==> src/rtl/shift_seq_pkg.sv <==
// shift_seq_pkg: FSM states, shift direction codes and the shadow shift helper.
package shift_seq_pkg;

    typedef enum logic [1:0] {IDLE, LOAD, SHIFT, DONE} state_t;

    localparam logic DIR_LEFT  = 1'b0;
    localparam logic DIR_RIGHT = 1'b1;

    // Operates on a zero-extended value; callers truncate to their own width.
    function automatic logic [31:0] shift_next(input logic [31:0] s, input logic dir);
        return (dir == DIR_RIGHT) ? s >> 1 : s << 1;
    endfunction

endpackage

==> src/rtl/shift_seq_if.sv <==
// shift_seq_if: valid/ready command channel carrying load data, direction and shift count.
interface shift_seq_if #(
    parameter int WIDTH = 4,
    parameter int CW    = 3
);

    logic             cmd_valid;
    logic             cmd_ready;
    logic [WIDTH-1:0] cmd_data;
    logic             cmd_dir;
    logic [CW-1:0]    cmd_count;

    modport master (output cmd_valid, cmd_data, cmd_dir, cmd_count, input cmd_ready);
    modport slave  (input cmd_valid, cmd_data, cmd_dir, cmd_count, output cmd_ready);

endinterface

==> src/rtl/shift_seq.sv <==
// shift_seq: sequences load-then-shift commands onto a load/shift register and tracks its contents.
module shift_seq
    import shift_seq_pkg::*;
#(
    parameter int WIDTH = 4,
    parameter int CW    = 3
) (
    input  logic             clk,
    input  logic             reset,
    shift_seq_if.slave       cmd,
    output logic [WIDTH-1:0] D_in,
    output logic             shift_dir,
    output logic             sr_clear,
    output logic [WIDTH-1:0] shadow,
    output logic             done
);

    state_t           state_q, state_d;
    logic [WIDTH-1:0] shadow_q, shadow_d;
    logic [WIDTH-1:0] data_q, data_d;
    logic             dir_q, dir_d;
    logic [CW-1:0]    count_q, count_d;

    always_ff @(posedge clk) begin
        if (reset) begin
            state_q  <= IDLE;
            shadow_q <= '0;
            data_q   <= '0;
            dir_q    <= DIR_LEFT;
            count_q  <= '0;
        end else begin
            state_q  <= state_d;
            shadow_q <= shadow_d;
            data_q   <= data_d;
            dir_q    <= dir_d;
            count_q  <= count_d;
        end
    end

    always_comb begin
        state_d  = state_q;
        shadow_d = shadow_q;
        data_d   = data_q;
        dir_d    = dir_q;
        count_d  = count_q;
        case (state_q)
            IDLE: begin
                if (cmd.cmd_valid && cmd.cmd_ready) begin
                    data_d  = cmd.cmd_data;
                    dir_d   = cmd.cmd_dir;
                    count_d = cmd.cmd_count;
                    state_d = LOAD;
                end
            end
            LOAD: begin
                shadow_d = data_q;
                state_d  = (count_q != '0) ? SHIFT : DONE;
            end
            SHIFT: begin
                shadow_d = WIDTH'(shift_next(32'(shadow_q), dir_q));
                count_d  = count_q - 1'b1;
                state_d  = (count_q == CW'(1)) ? DONE : SHIFT;
            end
            DONE:    state_d = IDLE;
            default: state_d = IDLE;
        endcase
    end

    // Outside LOAD/SHIFT the register is fed its own value so it holds.
    assign cmd.cmd_ready = !reset && state_q == IDLE;
    assign D_in      = reset ? '0 : state_q == LOAD ? data_q : state_q == SHIFT ? '0 : shadow_q;
    assign shift_dir = !reset && state_q == SHIFT ? dir_q : DIR_LEFT;
    assign sr_clear  = !reset && state_q == LOAD && data_q == '0;
    assign done      = !reset && state_q == DONE;
    assign shadow    = shadow_q;

endmodule

==> src/flat_wrapper.sv <==
// flat-port wrapper written by rule: the top's interface ports become plain ports
module shift_seq_flat import shift_seq_pkg::*;
#(
    parameter int WIDTH = 4,
    parameter int CW    = 3
)
  (clk, reset, D_in, shift_dir, sr_clear, shadow, done, cmd_cmd_valid, cmd_cmd_data, cmd_cmd_dir, cmd_cmd_count, cmd_cmd_ready);
  shift_seq_if #(.WIDTH(WIDTH), .CW(CW)) cmd_i ();
  input  logic clk;
  input  logic reset;
  output logic [WIDTH-1:0] D_in;
  output logic shift_dir;
  output logic sr_clear;
  output logic [WIDTH-1:0] shadow;
  output logic done;
  input wire logic [$bits(cmd_i.cmd_valid)-1:0] cmd_cmd_valid;
  input wire logic [$bits(cmd_i.cmd_data)-1:0] cmd_cmd_data;
  input wire logic [$bits(cmd_i.cmd_dir)-1:0] cmd_cmd_dir;
  input wire logic [$bits(cmd_i.cmd_count)-1:0] cmd_cmd_count;
  output wire logic [$bits(cmd_i.cmd_ready)-1:0] cmd_cmd_ready;
  assign cmd_i.cmd_valid = cmd_cmd_valid;
  assign cmd_i.cmd_data = cmd_cmd_data;
  assign cmd_i.cmd_dir = cmd_cmd_dir;
  assign cmd_i.cmd_count = cmd_cmd_count;
  assign cmd_cmd_ready = cmd_i.cmd_ready;
  shift_seq #(.WIDTH(WIDTH), .CW(CW)) u_core (.clk(clk), .reset(reset), .cmd(cmd_i), .D_in(D_in), .shift_dir(shift_dir), .sr_clear(sr_clear), .shadow(shadow), .done(done));
endmodule
==> config.mk <==
export PLATFORM = sky130hd
export DESIGN_NAME = shift_seq_flat
export DESIGN_NICKNAME = d
export VERILOG_FILES = /design/src/rtl/shift_seq_pkg.sv /design/src/rtl/shift_seq_if.sv /design/src/rtl/shift_seq.sv /design/src/flat_wrapper.sv
export SDC_FILE = /design/constraint.sdc
export NUM_CORES = 1
export LEC_CHECK = 0
export BUFFER_PORTS_ARGS = -buffer_cell sky130_fd_sc_hd__buf_4
export CAP_MARGIN = 25
export CORE_MARGIN = 3
export CORE_UTILIZATION = 55
export CTS_CLUSTER_SIZE = 12
export DETAILED_ROUTE_END_ITERATION = 12
export GPL_TIMING_DRIVEN = 1
export PLACE_DENSITY = 0.82
export SYNTH_ARGS = -nofsm -noshare
export SYNTH_HDL_FRONTEND = slang
export SYNTH_SLANG_ARGS = --single-unit
==> constraint.sdc <==
create_clock -name clk -period 2.93 [get_ports clk]
set_input_delay 0.1465 -clock clk [delete_from_list [all_inputs] [get_ports clk]]
set_output_delay 0.1465 -clock clk [all_outputs]
set_load 0.01 [all_outputs]
==> impl_metrics.yaml <==
status:
  status: "complete, no violations"
die:
  die_area_um2: 2180
  die_x_um: 46.70
  fp.dieH_um: 46.70
  ioPinCount: 23
  coreArea_um2: 1524
  std_cell_rows: 14
  start_util_pct: 59.77
timing:
  fin_crit_sh_pct: 68.40
  setup_viol: 0
  hold_violations: 0
  tns_ps: 0
  rsz0062_at_grt: "false"
  setup_ws_ps: 926.0
  min_period_ps: 2004
  slew_headroom_pct: 66.40
  max_slew.worst_pin.slew_ps: 504.1
  max_freq_ghz: 0.4990
  drv_slew: 0
  clock_skew_ps: 7.329
logic_synthesis:
  netlist_area_um2: 910.9
  synth_seq_area_share_pct: 30.77
  synth_top_flop_cell: "dfxtp_1"
  syn-instance-count: 110
  synth_edf_count: 0
  syn_nets: 129
  synth_area_leader_cell: "dfxtp_1"
  yosysWarnings: 0
  synth_top_area_share_pct: 30.77
  synth_cell_types: 31
  ys_top_cells_by_area: "dfxtp_1 31%, ha_1 11%, a21oi_1 6.6%"
  synth_seq_cells: 14
  avgSynthCellArea_um2: 8.281
  async_flop_share_pct: 0
pwr:
  p_leak_nw: 0.4431
  seqPwrFrac_pct: 32.0
  ir_worst_vdd_v: 0.0007038
  power_density_nw_per_um2: 881.2
  finalPower_mw: 0.9482
  netSwitchingPower_mw: 0.3911
  p_int_mw: 0.5571
  p_sw_share_pct: 41.25
  clkPwrFrac_pct: 15.0
  pwr-share-comb_pct: 52.9
clock_network:
  numCtsBuffers: 3
  cts_tree: "done"
  clk_latency_ps: 290
  cts_sinks: 14
  cts-root-buf: "clkbuf_4"
  cts.path.max_buffers: 2
  ctsHtreeMaxLevel: 1
  clk_pin_slew_worst_paths_ps: 90
  post-cts-setup-buffers: 0
  postCtsResizedCells: 0
  cts_hold_buf: 0
layout:
  syn2layout_area_growth_pct: 18.13
  drive_above_1_share_pct: 22.66
  final_cell_mix: "22 x buf_4, 14 x dfxtp_1, 12 x a21oi_1, 10 x nand2_1, 9 x nor2_1"
  nets: 148
  n_antenna_cell: 0
  final_common_cell: "buf_4"
grt:
  grt_pass1_vias: 673
  grt.met1_usage_pct: 26.96
  use_met2_pct: 26.92
  busiest_layer: "met1"
  grtUsageTotal_pct: 19.06
  antenna_found_initial: 0
  grt_overflow: 0
  grt_max_degree: 26
  grt_pass1_wl_mm: 2.973
  met3_usage_pct: 3.516
critical_path:
  critPathLaunch: "u_core.state_q[0]"
  critPathRequiredTime_ps: 2780
  cpMaxStageDelayCell: "ha_1"
  cp_top_family: "buffers and inverters"
  cp_max_fo: 18
  worstPathCellList: "inv_1 -> ha_1 -> inv_1 -> nor3b_1 -> buf_4"
  crit_buf_inv: 3
  cp.arrival_ps: 1860
  cpPeakStageDelay_ps: 490
  crit_top_cell: "inv_1"
  worstReg2RegStart: "u_core.state_q[0]"
  worstSetupPathType: "register to output port"
  endpoint_kind: "output port"
  cp-start-kind: "register"
worst_hold_path:
  min_from: "cmd_cmd_dir"
  hold_class: "input port to register"
run:
  drv_cap: 0
detailed_routing:
  drt_iter0_markers: 18
  drtAntennaViolNets: 0
  viasPerCell: 5.646
  drt_wl_total_mm: 1.877
  avgRoutedWirePerCell_um: 13.03
  post-route-drc-count: 0
  dr.pass1.iters: 4
  vias: 813
placed_design:
  dpl.hpwl_mm: 1.349
  place_congestion: 0.9185
  place_ws_ps: 1240
  io_buffers: 22
## final timing paths
kind,to,slack (ps),cells past startpoint
min reg2reg,u_core.count_q[1],470,2
max,shift_dir,930,5
min,u_core.dir_q,110,3
max reg2reg,u_core.state_q[0],1220,5
## registers in the layout, indices dropped and copies added (netlist names)
| register | count |
|---|---|
| u_core.state_q | 2 |
| u_core.dir_q | 1 |
| u_core.data_q | 4 |
| u_core.shadow | 4 |
| u_core.count_q | 3 |
## final cells by class
type                            count  area [um^2]
Clock buffer                        4        36.28
Inverter                            5        18.77
Sequential cell                    14        280.3
Timing Repair Buffer               22        165.2
Multi-Input combinational cell     83        555.5
Fill cell                         128        447.9
Tap cell                           16        20.02
## worst reg2reg max path, delay by kind of cell (launching register included)
kind	cells	cell delay (ps)
flip-flops	1	340
AO/OA/AOI/OAI	2	420
AND/OR/NAND/NOR	1	250
buffers and inverters	1	120
adder cells (fa/ha/maj)	1	490
## power by group through the flow
stage	Combinational (mW)	Clock (mW)	Sequential, mW
5_1_grt	0.568	0.157	0.313
3_5_place_dp	0.501	0	0.308
6_report	0.502	0.143	0.304
2_1_floorplan	0.393	0	0.304
4_1_cts	0.503	0.145	0.303
3_3_place_gp	0.493	0	0.306
## logic make-up (layout without fill, tap and decap cells)
family	after synthesis	count (layout)	share of synthesized area [%]
AO/OA/AOI/OAI	27	27	19.37
adder cells (fa/ha/maj)	8	8	10.99
multiplexers	3	3	3.297
flip-flops	14	14	30.77
buffers and inverters	13	31	8.242
AND/OR/NAND/NOR	45	45	27.34
## metrics by stage
| stage | util (%) | cells | hold slack [ps] | cell area [um^2] |
|---|---|---|---|---|
| floorplan | - | 110 | 294.0 | 910.9 |
| global placement | 68.23 | 140 | 417.7 | 1040 |
| detailed placement | 68.23 | 140 | 420.8 | 1040 |
| CTS | 70.61 | 144 | 112.8 | 1076 |
| global route | 70.61 | 144 | 121.0 | 1076 |
| finish | 70.61 | 144 | 111.9 | 1076 |
## synth_stat cells, types with 2 or more instances
| cell | instances |
|---|---|
| nand2b_1 | 4 |
| o21ai_0 | 2 |
| a311oi_1 | 2 |
| a2bb2oi_1 | 2 |
| buf_4 | 3 |
| mux2i_1 | 3 |
| a21o_1 | 2 |
| a221oi_1 | 2 |
| clkbuf_1 | 3 |
| nor3b_1 | 5 |
| nand3b_1 | 2 |
| ha_1 | 8 |
| nand3_1 | 7 |
| nand2_1 | 10 |
| inv_1 | 5 |
| nor2b_1 | 2 |
| nor2_1 | 9 |
| dfxtp_1 | 14 |
| buf_6 | 2 |
| a21oi_1 | 12 |
## layer usage
metal,vias to the layer above,part of all wire [%]
li1,422,-
met1,357,48
met2,29,43
met3,5,5.9
met4,0,2.2
met5,-,0
Note: power is estimated with default switching activity, not from simulation.
